<file path="src/rtl/regfile_write_bank_pkg.sv">
// Shared constants and FSM encoding for the register-file write bank.
package regfile_write_bank_pkg;

    localparam int REG_WIDTH  = 32;
    localparam int REG_ADDR_W = 5;
    localparam int NUM_REGS   = 1 << REG_ADDR_W;
    localparam int ZERO_REG   = 0;

    // Write-buffer state: IDLE accepts a write, HOLD commits the latched one.
    typedef enum logic {
        ST_IDLE = 1'b0,
        ST_HOLD = 1'b1
    } wb_state_e;

endpackage

</file>
<file path="src/rtl/regfile_write_bank_decoder5to32.sv">
// Address-to-one-hot decoder. The zero register's line is forced low so a
// write to it never enables anything; mirrors the read-side word selector.
module decoder5to32
    import regfile_write_bank_pkg::*;
#(
    parameter int ADDR_W = REG_ADDR_W
) (
    input  logic [ADDR_W-1:0]      addr_i,
    input  logic                   en_i,
    output logic [(1<<ADDR_W)-1:0] onehot_o
);

    // One-hot decode of addr_i, gated by en_i, with the zero register masked.
    always_comb begin
        // NOTE: default every output first so no path leaves it unassigned (no latch).
        onehot_o = '0;
        if (en_i) begin
            onehot_o[addr_i] = 1'b1;
        end
        onehot_o[ZERO_REG] = 1'b0;
    end

endmodule

</file>
<file path="src/rtl/regfile_write_bank.sv">
// Write side of the CPU register file: optional one-deep write buffer,
// one-hot commit decode, the register array and its flat export bus.
module regfile_write_bank
    import regfile_write_bank_pkg::*;
#(
    parameter int WIDTH      = REG_WIDTH,
    parameter int DEPTH_LOG2 = REG_ADDR_W,
    parameter bit BUFFERED   = 1'b1
) (
    input  logic                              clk,
    input  logic                              reset,
    input  logic                              wr_valid,
    output logic                              wr_ready,
    input  logic [DEPTH_LOG2-1:0]             wr_addr,
    input  logic [WIDTH-1:0]                  wr_data,
    output logic [(1<<DEPTH_LOG2)-1:0]        wr_enables,
    output logic [WIDTH*(1<<DEPTH_LOG2)-1:0]  regs_flat,
    output logic                              busy
);

    localparam int NUM = 1 << DEPTH_LOG2;

    // Write that reaches the array on the coming edge.
    logic                  commit_valid;
    logic [DEPTH_LOG2-1:0] commit_addr;
    logic [WIDTH-1:0]      commit_data;
    logic [NUM-1:0]        commit_onehot;

    logic [WIDTH-1:0]      regs_q [NUM];
    logic [NUM-1:0]        wr_enables_q;

    if (BUFFERED) begin : g_buf
        wb_state_e             state_q, state_d;
        logic [DEPTH_LOG2-1:0] addr_q, addr_d;
        logic [WIDTH-1:0]      data_q, data_d;

        // Next state: IDLE latches an offered write, HOLD always drains it.
        always_comb begin
            state_d = state_q;
            addr_d  = addr_q;
            data_d  = data_q;
            case (state_q)
                ST_IDLE: begin
                    if (wr_valid) begin
                        state_d = ST_HOLD;
                        addr_d  = wr_addr;
                        data_d  = wr_data;
                    end
                end
                ST_HOLD: state_d = ST_IDLE;
                default: state_d = ST_IDLE;
            endcase
        end

        // State register; reset drops any pending write.
        always_ff @(posedge clk) begin
            // NOTE: sequential state uses non-blocking assignments so all flops update together.
            if (reset) begin
                state_q <= ST_IDLE;
            end else begin
                state_q <= state_d;
            end
        end

        // Buffered payload, meaningful only while state_q is HOLD.
        always_ff @(posedge clk) begin
            // NOTE: payload has no reset; state_q alone decides whether it is used.
            addr_q <= addr_d;
            data_q <= data_d;
        end

        // Ready and busy are decodes of the state flop, so wr_ready has no
        // combinational dependence on wr_valid.
        assign wr_ready     = (state_q == ST_IDLE);
        assign busy         = (state_q == ST_HOLD);
        assign commit_valid = (state_q == ST_HOLD);
        assign commit_addr  = addr_q;
        assign commit_data  = data_q;
    end else begin : g_direct
        assign wr_ready     = 1'b1;
        assign busy         = 1'b0;
        assign commit_valid = wr_valid;
        assign commit_addr  = wr_addr;
        assign commit_data  = wr_data;
    end

    decoder5to32 #(
        .ADDR_W (DEPTH_LOG2)
    ) u_dec (
        .addr_i   (commit_addr),
        .en_i     (commit_valid),
        .onehot_o (commit_onehot)
    );

    // Register array and enable pulse; the array must clear on reset.
    always_ff @(posedge clk) begin
        if (reset) begin
            for (int k = 0; k < NUM; k++) begin
                regs_q[k] <= '0;
            end
            wr_enables_q <= '0;
        end else begin
            wr_enables_q <= commit_onehot;
            for (int k = 0; k < NUM; k++) begin
                if (commit_onehot[k]) begin
                    regs_q[k] <= commit_data;
                end
            end
        end
    end

    assign wr_enables = wr_enables_q;

    for (genvar k = 0; k < NUM; k++) begin : g_flat
        assign regs_flat[WIDTH*k +: WIDTH] = regs_q[k];
    end

endmodule

</file>
<file path="config.mk">
export PLATFORM = sky130hd
export DESIGN_NAME = regfile_write_bank
export DESIGN_NICKNAME = d
export VERILOG_FILES = /design/src/rtl/regfile_write_bank_pkg.sv /design/src/rtl/regfile_write_bank_decoder5to32.sv /design/src/rtl/regfile_write_bank.sv
export SDC_FILE = /design/constraint.sdc
export NUM_CORES = 1
export LEC_CHECK = 0
export ABC_AREA = 1
export ABC_CLOCK_PERIOD_IN_PS = 9900
export CORE_AREA = 8 8 420 422
export CTS_CLUSTER_SIZE = 24
export DETAILED_ROUTE_END_ITERATION = 16
export DIE_AREA = 0 0 428 430
export PLACE_DENSITY = 0.43
export SYNTH_ARGS = -nofsm -noshare
export SYNTH_HDL_FRONTEND = slang
export SYNTH_SLANG_ARGS = --single-unit
</file>
<file path="constraint.sdc">
create_clock -name clk -period 9.9 [get_ports clk]
set_clock_uncertainty 0.15 [all_clocks]
set_input_delay 1.485 -clock clk [delete_from_list [all_inputs] [get_ports clk]]
set_output_delay 1.485 -clock clk [all_outputs]
set_load 0.02 [all_outputs]
</file>
======== After elaboration in Yosys (flattened, before gate mapping) ========
Memories as Yosys holds them, arrays and structs flattened.
Cells that the tools add are included.
Widths: inputs -> output; s select.
cells by class
  magnitude comparators ................... 2
  multiplexer cells ....................... 131
  bitwise operators ....................... 32
  reductions and logical operators ........ 2
operators with widths
  kind                count
  $mux 32             32
  $mux 1              97
  $or 1x1->1          31
  $lt 5x6->1 const B  1
  $demux 1 s5         1
  $ge 5x1->1 const B  1
  $pmux 1 s2          1
  $reduce_and 2->1    1
  $logic_and 1x1->1   1
  $not 1->1           1
storage, ports and cells
  flip-flop bits (word level) ............. 70
  bits in writable memories ............... 1024
  input bits .............................. 40
  output and inout bits ................... 1058
  word-level logic and storage cells ...... 173
  memories kept ........................... 1
memory list
  name    depth  width  rd ports  clocked after memory_dff  wr ports  line                      source
  regs_q  32     32     32        0                         32        regfile_write_bank.sv:29  logic [WIDTH-1:0] regs_q [NUM];

======== Logic depth before layout (Yosys ltp) ========
Gate-level depths: netlist of the first run.
  depth in word-level cells ............... 9
  gate-level depth with buffers ........... 6
  gate-level depth less buffers ........... 5

======== Hierarchy ========
Synthesis of the first run repeated with hierarchy kept, for this count alone.
unflattened totals
  cells, all modules ...................... 2000
  area, all modules ....................... 36019.5 µm²
by module, submodules not included
  module              times used  cells each  area each (µm²)  seq. area each (µm²)
  regfile_write_bank  1           1949        35811.8          32521.2
  decoder5to32        1           51          207.7            0.0

======== Least setup slack after synthesis of the first run ========
No wires, ideal clock.
  path type ............................... input to register
  start ................................... input port reset
  end ..................................... memory regs_q[1][64] (netlist name) (enable)
  setup time .............................. 0.658 ns
  arrival ................................. 3.121 ns
  data required time ...................... 9.092 ns
  setup slack ............................. 5.971 ns
  cell stages on the path ................. 5
  path buffers ............................ 3
  cells stage by stage .................... buf_2 inv_4 buf_4 clkbuf_1 o21ai_0
RTL lines
  element      line                      source
  from (decl)  regfile_write_bank.sv:11  input logic reset,
  to (decl)    regfile_write_bank.sv:29

==> qor.txt, run 1 <==
Clk_lat worst skew: 0.75 ns
First-pass GRT wire length: 212000 um
Final worst-path cycle share: 0.427
Commonest non-fill, non-tap cell in the layout: clkdlybuf4s50_1
Post-DP HPWL: 113000 um
Setup bufs post-CTS: 0
CP peak stage delay: 0.75 ns
Via count: 21400
Net Sw Frac: 0.255
Reg2Reg Capture Point: regs_q[0][380]
Sequential area share after synthesis: 0.890
# fillers: 16800
Switching pwr: 2.71 mW
Initial antenna violation count: 8
# IOs: 1098
Worst hold slack: 0.460 ns
Max Fclk: 236 MHz
Max-cap viol count: 0
Vias in the first global route: 21800
Yosys top cell area share: 0.872
Max VDD drop: 138 uV
CTS tree: yes
Unrepaired setup endpoints after global routing: no
Status: finished, final reports clean
Reg-to-reg slack, setup: 6.06 ns
Clk root buf: clkbuf_16
Critical hold path startpoint: commit_data[18]
ANT nets after route: 0
Final WL: 163000 um
Minimum clock period: 4.23 ns
Power Total: 10.6 mW
Critical path arrival: 4.54 ns
Synth area leader: edfxtp_1
Most used cell, CP: buf_4
H-tree levels: 3
Clock buffer depth: 3
Die width: 428 um
Die H: 430 um
Setup TNS: 0 ns
Synth top area cells: edfxtp_1, nor2_1, dfxtp_1
# DRC: 0
Setup slack after placement: 4.78 ns
Worst setup margin: 5.67 ns
Resize count post-CTS: 0
Crit start category: input pin
Grt met1 use: 0.182
Leakage: 18.1 nW
Setup Crit Path Kind: input pin to flip-flop
Hold depth: 2
Power Density: 202 mW/mm^2
Via density: 3.97
Initial DRC Count: 1458
Slew Limit Headroom: 0.217
Final setup violation count: 0
Hold worst-path end: regs_q[0][370]
Core ar.: 0.170 mm^2
Synth cell types: 17
Largest net degree at the start of global routing: 64
CP cell instances: buf_2, buf_4, inv_4, buf_4, nand2_2, inv_1
Std-Cell Rows: 152
Cells after synthesis: 1919
Grt met2 use: 0.314
Slowest-stage cell, CP: inv_1
Area growth syn-to-layout: 48.3%
Mapped Area: 0.0354 mm^2
# clock sinks: 1061
Sequential share of power: 0.494
Slew Limit Fails: 0
Drt first pass iters: 5
Yosys warns: 0
Avg Inst Size Synth: 18.5 um^2
Comb power frac: 0.103
Slew @ Worst Pin: 1.17 ns
Worst r2r path cells: 4
Aggregate global routing overflow: 0
GR Util All Layers: 0.168
CTS Buf Count: 119
Initial Util: 0.208
Worst R2R Start: busy
Layout cell share with drive strength beyond 1: 0.0937
Routed wire per std cell: 30.1 um
Gr busiest metal: met2
Critical Path RT: 10.21 ns
Final nets: 3096
Gpl congestion: 0.763
Most frequent cells in the layout: clkdlybuf4s50_1, edfxtp_1, nor2_1
GR Layer Usage met3: 0.0548
Hold violation count in the final report: 0
Crit Path Max Fanout: 37
Hold buffers post-CTS: 0
Hold WC Path Type: flip-flop to flip-flop
Clock power frac: 0.403
#FFs+latches synth: 1061
Worst-path clk slew: 0.06 ns
P_int: 7.91 mW
CP Capture Type: flip-flop
IO buf count: 1064
Die area: 0.184 mm^2
cell type report:
cell class,count,area (um^2),area share
clock buffer,149,3130,0.0596
sequential,1061,31500,0.601
antenna,5,12.5,0.000238
clock inverter,74,592,0.0113
inverter,41,156,0.00298
multi-input combinational,708,3190,0.0607
timing repair buffer,1125,11100,0.211
tap,2233,2790,0.0532
worst max-delay path: cells and delay by family:
kind | cells | cell delay, ns
buf+inv | 5 | 2.28
simple gates | 1 | 0.71
power groups by stage:
stage               Clock, mW  Sequential, mW  Combinational [mW]
detailed placement          0            5.34                1.12
CTS                      4.39            5.25                1.13
global route             4.56            5.26                1.13
global placement            0            5.34                1.12
floorplan                   0            5.60               0.154
finish                   4.28            5.24                1.09
Yosys cell counts, drive strengths merged:
library cell	number
buf	120
clkbuf	21
conb	1
dfxtp	32
edfxtp	1029
inv	41
nand2	65
nand3	9
nor2	470
nor3	114
o21ai	17
flip-flops by register name (all words and copies together) (netlist names):
register / flops
regs_q: 992
wr_enables: 31
commit_addr: 5
commit_data: 32
busy: 1
per-layer routing:
layer / vias up / share of wire
met1: 11200 / 0.37
met5: - / 0.00017
met2: 864 / 0.53
met3: 182 / 0.070
met4: 4 / 0.025
li1: 9157 / -
stage by stage:
stage,area (um^2),utilization,std cells
after floorplan,35500,-,1951
after global placement,48800,0.287,5168
after detailed placement,48800,0.287,5168
after CTS,52500,0.308,5391
after global routing,52500,0.309,5394
final,52500,0.309,5396
logic make-up (layout without fill, tap and decap cells):
| kind of cell | Yosys count | count (layout) | share of synthesized area |
|---|---|---|---|
| AOI/OAI and AO/OA | 17 | 17 | 0.00240 |
| buffers and inverters | 182 | 1389 | 0.0315 |
| DFF | 1061 | 1061 | 0.890 |
| other | 1 | 38 | 0.000106 |
| and+or+nand+nor | 658 | 658 | 0.0756 |
worst max path at each step:
| stage | end | cells past startpoint | start | slack (ns) |
|---|---|---|---|---|
| after floorplan | regs_q[1][64] | 5 | reset | 5.97 |
| after global placement | regs_q[1][148] | 6 | reset | 4.81 |
| after detailed placement | regs_q[1][244] | 6 | reset | 4.78 |
| after CTS | regs_q[1][244] | 6 | reset | 5.64 |
| after global routing | regs_q[1][276] | 6 | reset | 5.52 |
| final | regs_q[1][404] | 6 | reset | 5.67 |
(Power assumes the default switching activity.)
==> run 2: changes to the inputs <==
--- a/config.mk
+++ b/config.mk
@@ -6,12 +6,12 @@
 export NUM_CORES = 1
 export LEC_CHECK = 0
 export ABC_AREA = 1
-export ABC_CLOCK_PERIOD_IN_PS = 9900
+export ABC_CLOCK_PERIOD_IN_PS = 3600
 export CORE_AREA = 8 8 420 422
 export CTS_CLUSTER_SIZE = 24
 export DETAILED_ROUTE_END_ITERATION = 16
 export DIE_AREA = 0 0 428 430
-export PLACE_DENSITY = 0.43
+export PLACE_DENSITY = 0.45
 export SYNTH_ARGS = -nofsm -noshare
 export SYNTH_HDL_FRONTEND = slang
 export SYNTH_SLANG_ARGS = --single-unit
==> constraint.sdc (replaced) <==
create_clock -name clk -period 3.6 [get_ports clk]
set_clock_uncertainty 0.15 [all_clocks]
set_input_delay 0.54 -clock clk [delete_from_list [all_inputs] [get_ports clk]]
set_output_delay 0.54 -clock clk [all_outputs]
set_load 0.02 [all_outputs]
==> run 2 against run 1 <==
Effect of this change: cell count is 1.0% higher; hold slack worse by 0.28 ns; non-clock buffer count is 56 higher; combinational power grew to 2.9 times the previous value; critical endpoint is now busy; largest power group unchanged.
==> qor.txt, run 2 (synthesis gave the netlist of run 1 again) <==
Status: finished, final reports clean
Hold violation count in the final report: 0 (unchanged)
Most frequent cells in the layout: clkdlybuf4s50_1, edfxtp_1, nor2_1
Vias in the first global route: 22000 (+0.72%)
Commonest non-fill, non-tap cell in the layout: clkdlybuf4s50_1
Via density: 4.05 (+1.9%)
Std-Cell Rows: 152 (unchanged)
Via count: 22100 (+2.9%)
Post-DP HPWL: 121000 um (+6.7%)
Power Density: 557 mW/mm^2 (+180%)
Setup TNS: 0 ns (unchanged)
Worst-path clk slew: 0.07 ns (about the same)
Die area: 0.184 mm^2 (unchanged)
Clk_lat worst skew: 0.77 ns (+0.02 ns)
Crit path buffers/inverters: 1 (-4)
Top reg by flops: regs_q
Core ar.: 0.170 mm^2 (unchanged)
Clock power frac: 0.408 (+0.005)
CTS tree: yes
CTS Buf Count: 117 (-1.7%)
Critical path arrival: 2.32 ns (-2.22 ns)
Hold buffers post-CTS: 0 (unchanged)
Clk root buf: clkbuf_16
Clock buffer depth: 3 (unchanged)
Comb power frac: 0.106 (+0.003)
Die H: 430 um (unchanged)
Critical Path RT: 2.91 ns (-7.30 ns)
Max Fclk: 332 MHz
P_int: 22.1 mW (+180%)
Worst setup margin: 0.590 ns (-5.08 ns)
Aggregate global routing overflow: 0 (unchanged)
# clock sinks: 1061 (unchanged)
Max-cap viol count: 0 (unchanged)
Layout cell share with drive strength beyond 1: 0.109 (+0.0155)
IO buf count: 1064 (unchanged)
Largest net degree at the start of global routing: 60 (-6.3%)
Drt first pass iters: 5 (unchanged)
Final nets: 3150 (+1.7%)
Setup bufs post-CTS: 0 (unchanged)
Top delay family on crit path: buffers and inverters
Initial DRC Count: 1825 (+25%)
Slew Limit Headroom: 0.322 (+0.105)
Final setup violation count: 0 (unchanged)
Initial antenna violation count: 20 (+12)
ANT nets after route: 0 (unchanged)
Gpl congestion: 0.773 (+1.2%)
Die width: 428 um (unchanged)
Post-layout util: 0.313 (+0.00405)
CP cell instances: clkdlybuf4s50_1
Power Total: 29.6 mW (+180%)
Unrepaired setup endpoints after global routing: no
Leakage: 18.5 nW (+2.1%)
Crit Path Max Fanout: 10 (-73%)
Area growth syn-to-layout: 50.2%
Routed wire per std cell: 31.4 um (+4.3%)
CP peak stage delay: 0.86 ns (+0.11 ns)
Slew @ Worst Pin: 1.01 ns (-0.157 ns)
Crit start category: flip-flop
Net Sw Frac: 0.254 (-0.00114)
# IOs: 1098 (unchanged)
Max VDD drop: 433 uV (+210%)
Minimum clock period: 3.01 ns
Setup Crit Path Kind: flip-flop to output port
CP Capture Type: output port
Resize count post-CTS: 0 (unchanged)
Final WL: 171000 um (+5.4%)
Hold WC Path Type: input pin to flip-flop
Sequential share of power: 0.486 (-0.008)
Max reg flops: 992 (unchanged)
Switching pwr: 7.52 mW (+180%)
# DRC: 0 (unchanged)
H-tree levels: 3 (unchanged)
First-pass GRT wire length: 221000 um (+4.6%)
Setup slack after placement: 0.460 ns (-4.32 ns)
Initial Util: 0.208 (unchanged)
Slew Limit Fails: 0 (unchanged)
Slowest-stage cell, CP: clkdlybuf4s50_1
GR Util All Layers: 0.177 (+0.00940)
Final worst-path cycle share: 0.836
## run 2: cell count changes in the layout (fill, tap and decap cells not counted), moves of 2 or more
cell / change
inv_6: -5
buf_12: +15
buf_4: +41
nand3_2: +2
clkinv_2: +2
bufinv_16: +6
clkbuf_1: -2
clkinvlp_4: -3
clkbuf_8: -4
nand3_4: -2
## run 2: final cells by class
cell class                 instances  area, um^2
timing repair buffer            1181       11700
antenna                            5        12.5
inverter                          41         156
sequential                      1061       31500
fill                           16800      117000
multi-input combinational        708        3170
clock buffer                     142        3040
tap                             2233        2790
clock inverter                    79         776
## run 2: power groups by stage
stage | clock (mW) | combinational, mW | sequential, mW
floorplan | 0 | 0.425 | 15.4
global placement | 0 | 3.22 | 14.7
detailed placement | 0 | 3.22 | 14.7
CTS | 12.4 | 3.22 | 14.4
global route | 12.8 | 3.24 | 14.5
finish | 12.1 | 3.13 | 14.4
## run 2: path summary, 6_finish.rpt
path	startpoint	endpoint	slack (ns)	cells past startpoint
hold / removal	wr_data[2]	commit_data[2]	0.18	1
hold reg to reg	commit_data[24]	regs_q[0][344]	0.50	2
setup / recovery	busy	busy	0.59	1
setup reg to reg	busy	regs_q[1][385]	0.75	4
## run 2: per-stage QoR
step | instances | instance area (um^2) | hold slack (ns)
floorplan | 1951 | 35500 | 0.489
global placement | 5224 | 49400 | 0.485
detailed placement | 5224 | 49400 | 0.485
CTS | 5445 | 53200 | 0.0640
global route | 5447 | 53200 | 0.103
finish | 5450 | 53200 | 0.180
## run 2: routing by layer
| layer | vias to the layer above | wire length, um | part of all wire | GRT usage |
|---|---|---|---|---|
| met5 | - | 27 | 0.00016 | 0 |
| met4 | 4 | 4790 | 0.028 | 0.0514 |
| met3 | 224 | 12300 | 0.072 | 0.0517 |
| met2 | 963 | 90500 | 0.53 | 0.327 |
| met1 | 11600 | 63800 | 0.37 | 0.198 |
| li1 | 9274 | - | - | - |
